### config.mk
export PLATFORM = sky130hd
export DESIGN_NAME = delay_inv_bank
export DESIGN_NICKNAME = d
export VERILOG_FILES = /design/src/rtl/delay_inv_bank.sv
export SDC_FILE = /design/constraint.sdc
export NUM_CORES = 1
export LEC_CHECK = 0
export BUFFER_PORTS_ARGS = -buffer_cell sky130_fd_sc_hd__buf_2
export CAP_MARGIN = 20
export CORE_MARGIN = 2
export CORE_UTILIZATION = 45
export DETAILED_ROUTE_END_ITERATION = 8
export PLACE_DENSITY = 0.7
export REMOVE_ABC_BUFFERS = 1
export SYNTH_ARGS = -nofsm -noshare
export SYNTH_HDL_FRONTEND = slang
export SYNTH_SLANG_ARGS = --single-unit
### constraint.sdc
create_clock -name clk -period 2.8 [get_ports clk]
set_clock_uncertainty 0.15 [all_clocks]
set_input_delay 0.7 -clock clk [delete_from_list [all_inputs] [get_ports clk]]
set_output_delay 0.7 -clock clk [all_outputs]
set_load 0.05 [all_outputs]
### src/rtl/delay_inv_bank.sv
// Bank of independent inverting channels with separate rise/fall/turn-off delays.
// Each channel follows inertial-delay semantics: short target changes are absorbed.
module delay_inv_bank #(
    parameter int unsigned WIDTH = 4,
    parameter int unsigned RISE  = 2,
    parameter int unsigned FALL  = 4,
    parameter int unsigned OFF   = 6
) (
    input  logic             clk,
    input  logic             rst_n,
    input  logic [WIDTH-1:0] in,
    input  logic [WIDTH-1:0] ctrl,
    output logic [WIDTH-1:0] out,
    output logic [WIDTH-1:0] oe,
    output logic [WIDTH-1:0] busy
);

    localparam int unsigned MAXRF = (RISE > FALL) ? RISE : FALL;
    localparam int unsigned MAXD  = (MAXRF > OFF) ? MAXRF : OFF;
    localparam int unsigned CW    = $clog2(MAXD + 1);

    localparam logic [CW-1:0] D_RISE = CW'(RISE);
    localparam logic [CW-1:0] D_FALL = CW'(FALL);
    localparam logic [CW-1:0] D_OFF  = CW'(OFF);
    localparam logic [CW-1:0] ONE    = CW'(1);

    logic [WIDTH-1:0] out_q, oe_q, busy_q;
    logic [WIDTH-1:0] pend_out, pend_oe;
    logic [CW-1:0]    cnt [WIDTH];
    logic [WIDTH-1:0] t_out, t_oe;

    function automatic logic [CW-1:0] sel_delay(input logic oe_t, input logic out_t);
        if (!oe_t)
            return D_OFF;
        return out_t ? D_RISE : D_FALL;
    endfunction

    // A disabled target leaves the driven value untouched.
    always_comb begin
        t_oe  = ctrl;
        t_out = out_q;
        for (int unsigned i = 0; i < WIDTH; i++) begin
            if (ctrl[i])
                t_out[i] = ~in[i];
        end
    end

    always_ff @(posedge clk or negedge rst_n) begin
        if (!rst_n) begin
            out_q    <= '0;
            oe_q     <= '0;
            busy_q   <= '0;
            pend_out <= '0;
            pend_oe  <= '0;
            for (int unsigned i = 0; i < WIDTH; i++)
                cnt[i] <= '0;
        end else begin
            for (int unsigned i = 0; i < WIDTH; i++) begin
                if (busy_q[i]) begin
                    if (t_oe[i] == pend_oe[i] && t_out[i] == pend_out[i]) begin
                        if (cnt[i] == ONE) begin
                            oe_q[i]   <= pend_oe[i];
                            out_q[i]  <= pend_out[i];
                            busy_q[i] <= 1'b0;
                            cnt[i]    <= '0;
                        end else begin
                            cnt[i] <= cnt[i] - ONE;
                        end
                    end else if (t_oe[i] == oe_q[i] && t_out[i] == out_q[i]) begin
                        busy_q[i] <= 1'b0;
                        cnt[i]    <= '0;
                    end else begin
                        pend_oe[i]  <= t_oe[i];
                        pend_out[i] <= t_out[i];
                        cnt[i]      <= sel_delay(t_oe[i], t_out[i]);
                    end
                end else if (t_oe[i] != oe_q[i] || t_out[i] != out_q[i]) begin
                    pend_oe[i]  <= t_oe[i];
                    pend_out[i] <= t_out[i];
                    busy_q[i]   <= 1'b1;
                    cnt[i]      <= sel_delay(t_oe[i], t_out[i]);
                end
            end
        end
    end

    assign out  = out_q;
    assign oe   = oe_q;
    assign busy = busy_q;

endmodule

==> Flow_metrics.wiki, run 1 <==
{| class="wikitable"
! Metric !! Value
|-
| Outcome || completed
|-
| Fraction of power consumed by the clock network || 17.4%
|-
| CP Buf/Inv Count || 1
|-
| Dominant cell by count in the synthesized netlist || sky130_fd_sc_hd__dfrtp_1
|-
| Total CTS buffers || 5
|-
| DRC violation count after routing || 0
|-
| Count of cell types in the netlist || 42
|-
| Start-to-end type of the worst setup path || reg -> out
|-
| Worst Hold Class || in -> async
|-
| Main synth FF type || sky130_fd_sc_hd__dfrtp_1
|-
| Beginning of the critical path || oe[2]
|-
| Endpoints failing hold || 0
|-
| Yosys reg bits || 32
|-
| Sequential cell area fraction in the yosys report || 39.0%
|-
| Max transition margin || 53.1%
|-
| Max Cap Viol || 0
|-
| Top cells by area, synth || sky130_fd_sc_hd__dfrtp_1 39%, sky130_fd_sc_hd__mux2i_1 5.9%, sky130_fd_sc_hd__ha_1 4.9%
|-
| Worst-case vdd ir drop || 0.542 mV
|-
| Most common library cells after synthesis || 32 x sky130_fd_sc_hd__dfrtp_1, 18 x sky130_fd_sc_hd__inv_1, 15 x sky130_fd_sc_hd__nand2_1, 13 x sky130_fd_sc_hd__o21ai_0, 12 x sky130_fd_sc_hd__mux2i_1
|-
| Combinational share of power || 45.6%
|-
| Critical Path Fanout Max || 12
|-
| Setup violation total in the final timing report || 0
|-
| Cell-internal power || 1400 uW
|-
| Critical path cell sequence || buf_2
|-
| Fraction of synthesized cell area taken by the top area cell type || 39.0%
|-
| Post-CTS setup buffers || 0
|-
| Number of clock sinks || 32
|-
| Number of vias after detailed routing || 1537
|-
| TritonCTS clock tree || built
|-
| Core Rows || 24
|-
| Wire length reported by the detailed router || 3360 microns
|-
| Worst reg2reg endpoint || out[3]
|-
| Actual transition at the worst max-transition pin || 704 ps
|-
| Max clock buf depth || 2
|-
| Data required, critical path || 1950 ps
|-
| Unrepaired setup endpoints after global routing || no
|-
| Library cell contributing the largest single delay on the critical path || sky130_fd_sc_hd__dfrtp_1
|-
| Static Leakage || 0.00110 uW
|-
| Gr ovfl total || 0
|-
| Critical path depth in cells || 1
|-
| CTS HTree Levels || 2
|-
| Net load switching power || 1070 uW
|-
| Final Util || 52.0%
|-
| Largest area contributor in the netlist || sky130_fd_sc_hd__dfrtp_1
|-
| P&R area growth vs syn || 11.0%
|-
| Detailed-route wire length per cell || 11.8 microns
|-
| Mean post-synth cell area || 9.59 sq um
|-
| Die Y || 71.5 microns
|-
| Accumulated negative setup slack || 0 ps
|-
| Global-route wire length before repair || 5880 microns
|-
| Remaining number of nets flagged by the antenna check after routing || 0
|-
| Floorplan core area || 4380 sq um
|-
| DIE AREA || 5120 sq um
|-
| Number of instances in the synthesized netlist || 214
|-
| Nets@finish || 250
|-
| I/O pin count || 22
|-
| Number of antenna diodes || 0
|-
| Largest net degree at the start of global routing || 33
|-
| Reg2Reg Launch Point || pend_oe[3]
|-
| Share of total power consumed by net switching || 43.3%
|-
| Final worst-path cycle share || 72.6%
|-
| Antenna violations before repair || 0
|-
| Number of global-route vias before repair || 1348
|-
| Max incr delay on CP || 560 ps
|-
| Average vias per placed instance || 5.39
|-
| Power per Cell Area || 1080 nW/um^2
|-
| Initial Util || 46.8%
|-
| Post-synthesis cell area || 2050 sq um
|-
| RePlAce Congestion || 0.762
|-
| Worst Path Arrival || 1180 ps
|-
| Post-cts sizing count || 0
|-
| Total Routing Usage GR || 14.5%
|-
| Total count of max-transition violations in the final report || 0
|-
| Chip Width || 71.5 microns
|-
| Filler Cell Count || 390
|-
| Layout cells sized above 1 || 20.2%
|-
| Root buffer cell || sky130_fd_sc_hd__clkbuf_8
|-
| Clock transition at the registers of the reported paths || 70 ps
|-
| Number of buffers added to fix hold violations after cts || 0
|-
| Skew-Pair Late Insertion Delay || 280 ps
|-
| Sort of element at the end of the critical path || output port
|-
| Starting DRC count in detailed routing || 77
|-
| Worst r2r path cells || 4
|-
| Cell family with the largest share of critical-path delay || flip-flops
|-
| Sequential cell fraction of total power || 37.0%
|-
| Synth Warn # || 0
|-
| Element type at the critical path start || flop
|-
| Worst reg2reg setup slack || 1080 ps
|-
| Number of enable flip-flop cells after synthesis || 0
|-
| Port-buffer cells || 21
|-
| Detailed-routing iteration count for the pre-antenna-repair pass || 4
|-
| Maximum clock rate || 492 MHz
|-
| Capturing instance or port of the critical path || oe[2]
|-
| Final critical-path required period || 2030 ps
|-
| FFs w/ async S/R, synth || 100%
|-
| HPWL after detailed placement || 2460 microns
|}
[flip-flops by register name, indices dropped and copies added (netlist names)]
register	flops
pend_out	4
out	4
oe	4
busy	4
cnt	12
pend_oe	4
[cells in the final DEF (no fill, tap or decap), types with 2 or more instances in the layout]
| master | count |
|---|---|
| sky130_fd_sc_hd__nand3b_1 | 2 |
| sky130_fd_sc_hd__ha_1 | 8 |
| sky130_fd_sc_hd__nand2b_1 | 2 |
| sky130_fd_sc_hd__a221o_1 | 6 |
| sky130_fd_sc_hd__and2_1 | 3 |
| sky130_fd_sc_hd__mux2_2 | 8 |
| sky130_fd_sc_hd__xnor2_1 | 6 |
| sky130_fd_sc_hd__or2_2 | 4 |
| sky130_fd_sc_hd__a31oi_1 | 3 |
| sky130_fd_sc_hd__xor2_1 | 6 |
| sky130_fd_sc_hd__inv_1 | 18 |
| sky130_fd_sc_hd__nand3_1 | 9 |
| sky130_fd_sc_hd__nand2_1 | 15 |
| sky130_fd_sc_hd__a221oi_1 | 4 |
| sky130_fd_sc_hd__dfrtp_1 | 32 |
| sky130_fd_sc_hd__a21oi_1 | 5 |
| sky130_fd_sc_hd__nor2_1 | 11 |
| sky130_fd_sc_hd__buf_2 | 21 |
| sky130_fd_sc_hd__clkbuf_8 | 5 |
| sky130_fd_sc_hd__a211oi_1 | 2 |
| sky130_fd_sc_hd__a21o_1 | 5 |
| sky130_fd_sc_hd__mux2i_1 | 12 |
| sky130_fd_sc_hd__o22ai_1 | 2 |
| sky130_fd_sc_hd__o31ai_1 | 2 |
| sky130_fd_sc_hd__nor2b_1 | 10 |
| sky130_fd_sc_hd__o21ai_0 | 13 |
| sky130_fd_sc_hd__o21bai_1 | 2 |
[power groups by stage]
stage / Clock, uW / Sequential [uW] / Combinational [uW]
2_1_floorplan: 0 / 1090 / 705
3_3_place_gp: 0 / 915 / 1120
3_5_place_dp: 0 / 920 / 1130
4_1_cts: 439 / 911 / 1140
5_1_grt: 465 / 952 / 1250
6_report: 428 / 912 / 1120
[per-stage QoR]
step | setup WS, ps | hold WS, ps | power (uW) | cell area (sq um) | cells
global placement | 632 | 347 | 2030 | 2170 | 277
floorplan | 836 | 254 | 1800 | 2000 | 204
finish | 767 | 311 | 2460 | 2280 | 285
detailed placement | 623 | 355 | 2050 | 2170 | 277
CTS | 753 | 342 | 2490 | 2280 | 285
global route | 691 | 372 | 2660 | 2280 | 285
[how the worst min path moves through the flow]
stage | end | depth (start not counted)
2_1_floorplan | busy[0] | 0
3_3_place_gp | cnt[9] | 1
3_5_place_dp | cnt[4] | 1
4_1_cts | cnt[8] | 1
5_1_grt | oe[3] | 1
6_report | oe[3] | 1
[layer usage]
layer | up-vias | track usage [%] | part of all wire (%)
met5 | - | 0 | 0
met4 | 0 | 7.13 | 1.9
met3 | 7 | 4.08 | 4.2
met2 | 27 | 20.8 | 43
met1 | 713 | 20.2 | 51
li1 | 790 | - | -
[cell families (layout without fill, tap and decap cells)]
family | Yosys count | count (layout) | synth area share, %
simple gates | 60 | 60 | 15.1
fa+ha+maj | 8 | 8 | 4.88
buf+inv | 28 | 47 | 5.79
flops | 32 | 32 | 39.0
xor+xnor | 12 | 12 | 5.12
mux | 21 | 21 | 11.0
compound gates | 53 | 53 | 19.1
[layout make-up]
type / count / area, sq um / share of cell area, %
clock buffers: 6 / 72.6 / 3.19
clock inverters: 2 / 35.0 / 1.54
inverters: 18 / 67.6 / 2.97
multi-input cells: 154 / 1130 / 49.7
flip-flops and latches: 32 / 801 / 35.1
well taps: 52 / 65.1 / 2.86
repair buffers: 21 / 105 / 4.61
Power figures use the tool's default switching activity.
==> run 2: changes to the inputs <==
--- a/config.mk
+++ b/config.mk
@@ -10,7 +10,7 @@
 export CORE_MARGIN = 2
 export CORE_UTILIZATION = 45
 export DETAILED_ROUTE_END_ITERATION = 8
-export PLACE_DENSITY = 0.7
+export PLACE_DENSITY = 0.72
 export REMOVE_ABC_BUFFERS = 1
 export SYNTH_ARGS = -nofsm -noshare
 export SYNTH_HDL_FRONTEND = slang
==> constraint.sdc (replaced) <==
create_clock -name clk -period 1.7 [get_ports clk]
set_clock_uncertainty 0.15 [all_clocks]
set_input_delay 0.425 -clock clk [delete_from_list [all_inputs] [get_ports clk]]
set_output_delay 0.425 -clock clk [all_outputs]
set_load 0.05 [all_outputs]
==> run 2 against run 1 <==
Compared with the run above: total power increased by 77%; register-to-register slack got worse by 1000 ps; wire length increased by 20%; utilization increased by 6.3 points; cell area increased by 12%; first-iteration DRC count decreased by 12%; sequential share of layout area decreased by 3.7 points; critical endpoint is now oe[1]; largest power group unchanged.
==> Flow_metrics.wiki, run 2 (synthesis gave the netlist of run 1 again) <==
{| class="wikitable"
! Metric !! Value
|-
| Outcome || completed
|-
| Number of clock sinks || 32 (unchanged)
|-
| Nets@finish || 279 (+12%)
|-
| Library cell contributing the largest single delay on the critical path || sky130_fd_sc_hd__dfrtp_1
|-
| CTS HTree Levels || 2 (unchanged)
|-
| Critical Path Fanout Max || 9 (-3)
|-
| Detailed-routed wire length on met2 || 1880 microns (+31%)
|-
| Port-buffer cells || 21 (unchanged)
|-
| Number of vias after detailed routing || 1694 (+10%)
|-
| Element type at the critical path start || flop
|-
| Uppermost routed layer || met4
|-
| Floorplan core area || 4380 sq um (unchanged)
|-
| Unrepaired setup endpoints after global routing || yes
|-
| Detailed-route wire length per cell || 12.9 microns (+9.3%)
|-
| Sequential Area || 805 sq um (+0.47%)
|-
| Skew-Pair Late Insertion Delay || 280 ps (about the same)
|-
| Initial Util || 46.8% (unchanged)
|-
| Reg2Reg Launch Point || pend_oe[0]
|-
| Die Y || 71.5 microns (unchanged)
|-
| Starting DRC count in detailed routing || 68 (-12%)
|-
| Layout cells sized above 1 || 31.7% (+12 points)
|-
| Max Cap Viol || 0 (unchanged)
|-
| Average vias per placed instance || 5.39 (about the same)
|-
| Wire length reported by the detailed router || 4050 microns (+20%)
|-
| Endpoints failing hold || 0 (unchanged)
|-
| Worst Min Path Start || ctrl[3]
|-
| Max transition margin || 74.9% (+22 points)
|-
| TritonCTS clock tree || built
|-
| Worst Path Arrival || 1090 ps (-90 ps)
|-
| P&R area growth vs syn || 24.5%
|-
| Commonest cells after routing, fill and taps aside || 29 x sky130_fd_sc_hd__dfrtp_1, 28 x sky130_fd_sc_hd__buf_4, 18 x sky130_fd_sc_hd__inv_1
|-
| Worst reg2reg endpoint || out[0]
|-
| Remaining number of nets flagged by the antenna check after routing || 0 (unchanged)
|-
| DIE AREA || 5120 sq um (unchanged)
|-
| Power per Cell Area || 1700 nW/um^2 (+58%)
|-
| Met1 wire length || 1970 microns (+15%)
|-
| Count of placed standard cells including taps || 304 (+9.7%)
|-
| Number of antenna diodes || 0 (unchanged)
|-
| Core Rows || 24 (unchanged)
|-
| Total Routing Usage GR || 16.4% (+1.9 points)
|-
| Hold slack || 307 ps (-3.77 ps)
|-
| Number of flip-flops in the largest register || 12 (unchanged)
|-
| Antenna violations before repair || 0 (unchanged)
|-
| Start-to-end type of the worst setup path || reg -> out
|-
| Worst reg2reg setup slack || 50 ps (-1030 ps)
|-
| Clock transition at the registers of the reported paths || 70 ps (about the same)
|-
| Met3 routed wirelength || 166 microns (+19%)
|-
| Critical path cell sequence || clkbuf_4
|-
| Register containing the most flip-flops in the final layout || cnt
|-
| DRC violation count after routing || 0 (unchanged)
|-
| Data required, critical path || 1120 ps (-830 ps)
|-
| I/O pin count || 22 (unchanged)
|-
| Filler Cell Count || 390 (unchanged)
|-
| Accumulated negative setup slack || 0 ps (unchanged)
|-
| Chip Width || 71.5 microns (unchanged)
|-
| Number of global-route vias before repair || 1546 (+15%)
|-
| CP Buf/Inv Count || 1 (unchanged)
|-
| Setup violation total in the final timing report || 0 (unchanged)
|-
| Max clock buf depth || 2 (unchanged)
|-
| Worst-case vdd ir drop || 0.946 mV (+75%)
|-
| Final critical-path required period || 1660 ps
|-
| Overall power || 4360 uW (+77%)
|-
| Cell Count, Final, Fillers Out || 314 (+10%)
|-
| Cell family with the largest share of critical-path delay || flip-flops
|-
| Detailed-routing iteration count for the pre-antenna-repair pass || 4 (unchanged)
|-
| HPWL after detailed placement || 3000 microns (+22%)
|-
| Root buffer cell || sky130_fd_sc_hd__clkbuf_8
|-
| Largest net degree at the start of global routing || 18 (-45%)
|-
| Actual transition at the worst max-transition pin || 377 ps (-327 ps)
|-
| Gr ovfl total || 0 (unchanged)
|-
| Static Leakage || 0.00125 uW (+14%)
|-
| Total count of max-transition violations in the final report || 0 (unchanged)
|-
| Worst Hold Class || in -> reg
|-
| WHS Endpoint || pend_out[3]
|-
| Worst r2r path cells || 4 (unchanged)
|-
| Sort of element at the end of the critical path || output port
|-
| Final worst-path cycle share || 97.7%
|-
| Total CTS buffers || 5 (unchanged)
|-
| Min-Delay Path Depth || 3
|-
| Most frequent standard cell in the layout excluding fill and tap cells || sky130_fd_sc_hd__dfrtp_1
|-
| Global-route wire length before repair || 6680 microns (+14%)
|-
| Max incr delay on CP || 510 ps (-50 ps)
|-
| Area of the multi-input gates || 1170 sq um (+3.5%)
|-
| Maximum clock rate || 602 MHz
|-
| RePlAce Congestion || 0.818 (+7.4%)
|}
==> run 2: per-stage QoR <==
step / instance area, sq um / util (%) / worst slack (ps)
finish: 2550 / 58.3 / 38.3
global route: 2550 / 58.3 / -15.8
CTS: 2490 / 56.8 / 8.65
detailed placement: 2390 / 54.4 / -123
global placement: 2390 / 54.4 / -104
floorplan: 2000 / - / -255
==> run 2: power by group <==
| part | leakage (uW) | internal, uW | total (uW) | switching, uW |
|---|---|---|---|---|
| clock | 0.0000455 | 330 | 595 | 265 |
| sequential | 0.000383 | 1080 | 1480 | 396 |
| combinational | 0.000822 | 1060 | 2280 | 1220 |
| total | 0.00125 | 2480 | 4360 | 1880 |
==> run 2: area by class of cell <==
class                   count  area share [%]
clock buffers               8            3.53
multi-input cells         154            45.9
repair buffers             50            13.9
inverters                  18            2.64
well taps                  52            2.55
flip-flops and latches     32            31.5
==> run 2: worst max-delay path by stage <==
| stage | endpoint | slack [ps] | cells past startpoint | startpoint |
|---|---|---|---|---|
| after floorplan | out[0] | -260 | 4 | busy[0] |
| after global placement | cnt[0] | -100 | 6 | ctrl[3] |
| after detailed placement | out[0] | -120 | 5 | ctrl[0] |
| after CTS | out[1] | 9 | 2 | out[1] |
| after global routing | out[0] | -20 | 4 | pend_oe[0] |
| final | oe[1] | 40 | 1 | oe[1] |
==> run 2: per-layer routing <==
layer	global-route usage [%]	vias up
met5	0	-
met4	4.40	0
met3	5.06	4
met2	26.2	35
met1	21.6	811
li1	-	844
==> run 2: what timing repair did <==
item | in CTS | in global routing
pin swaps | 0 | 1
cloned | 0 | 0
hold buffers | 1 | 0
hold endpoints to repair | 15 | 0
gates resized for setup | 1 | 16
setup endpoints to repair | 1 | 17
buffers inserted | 0 | 1
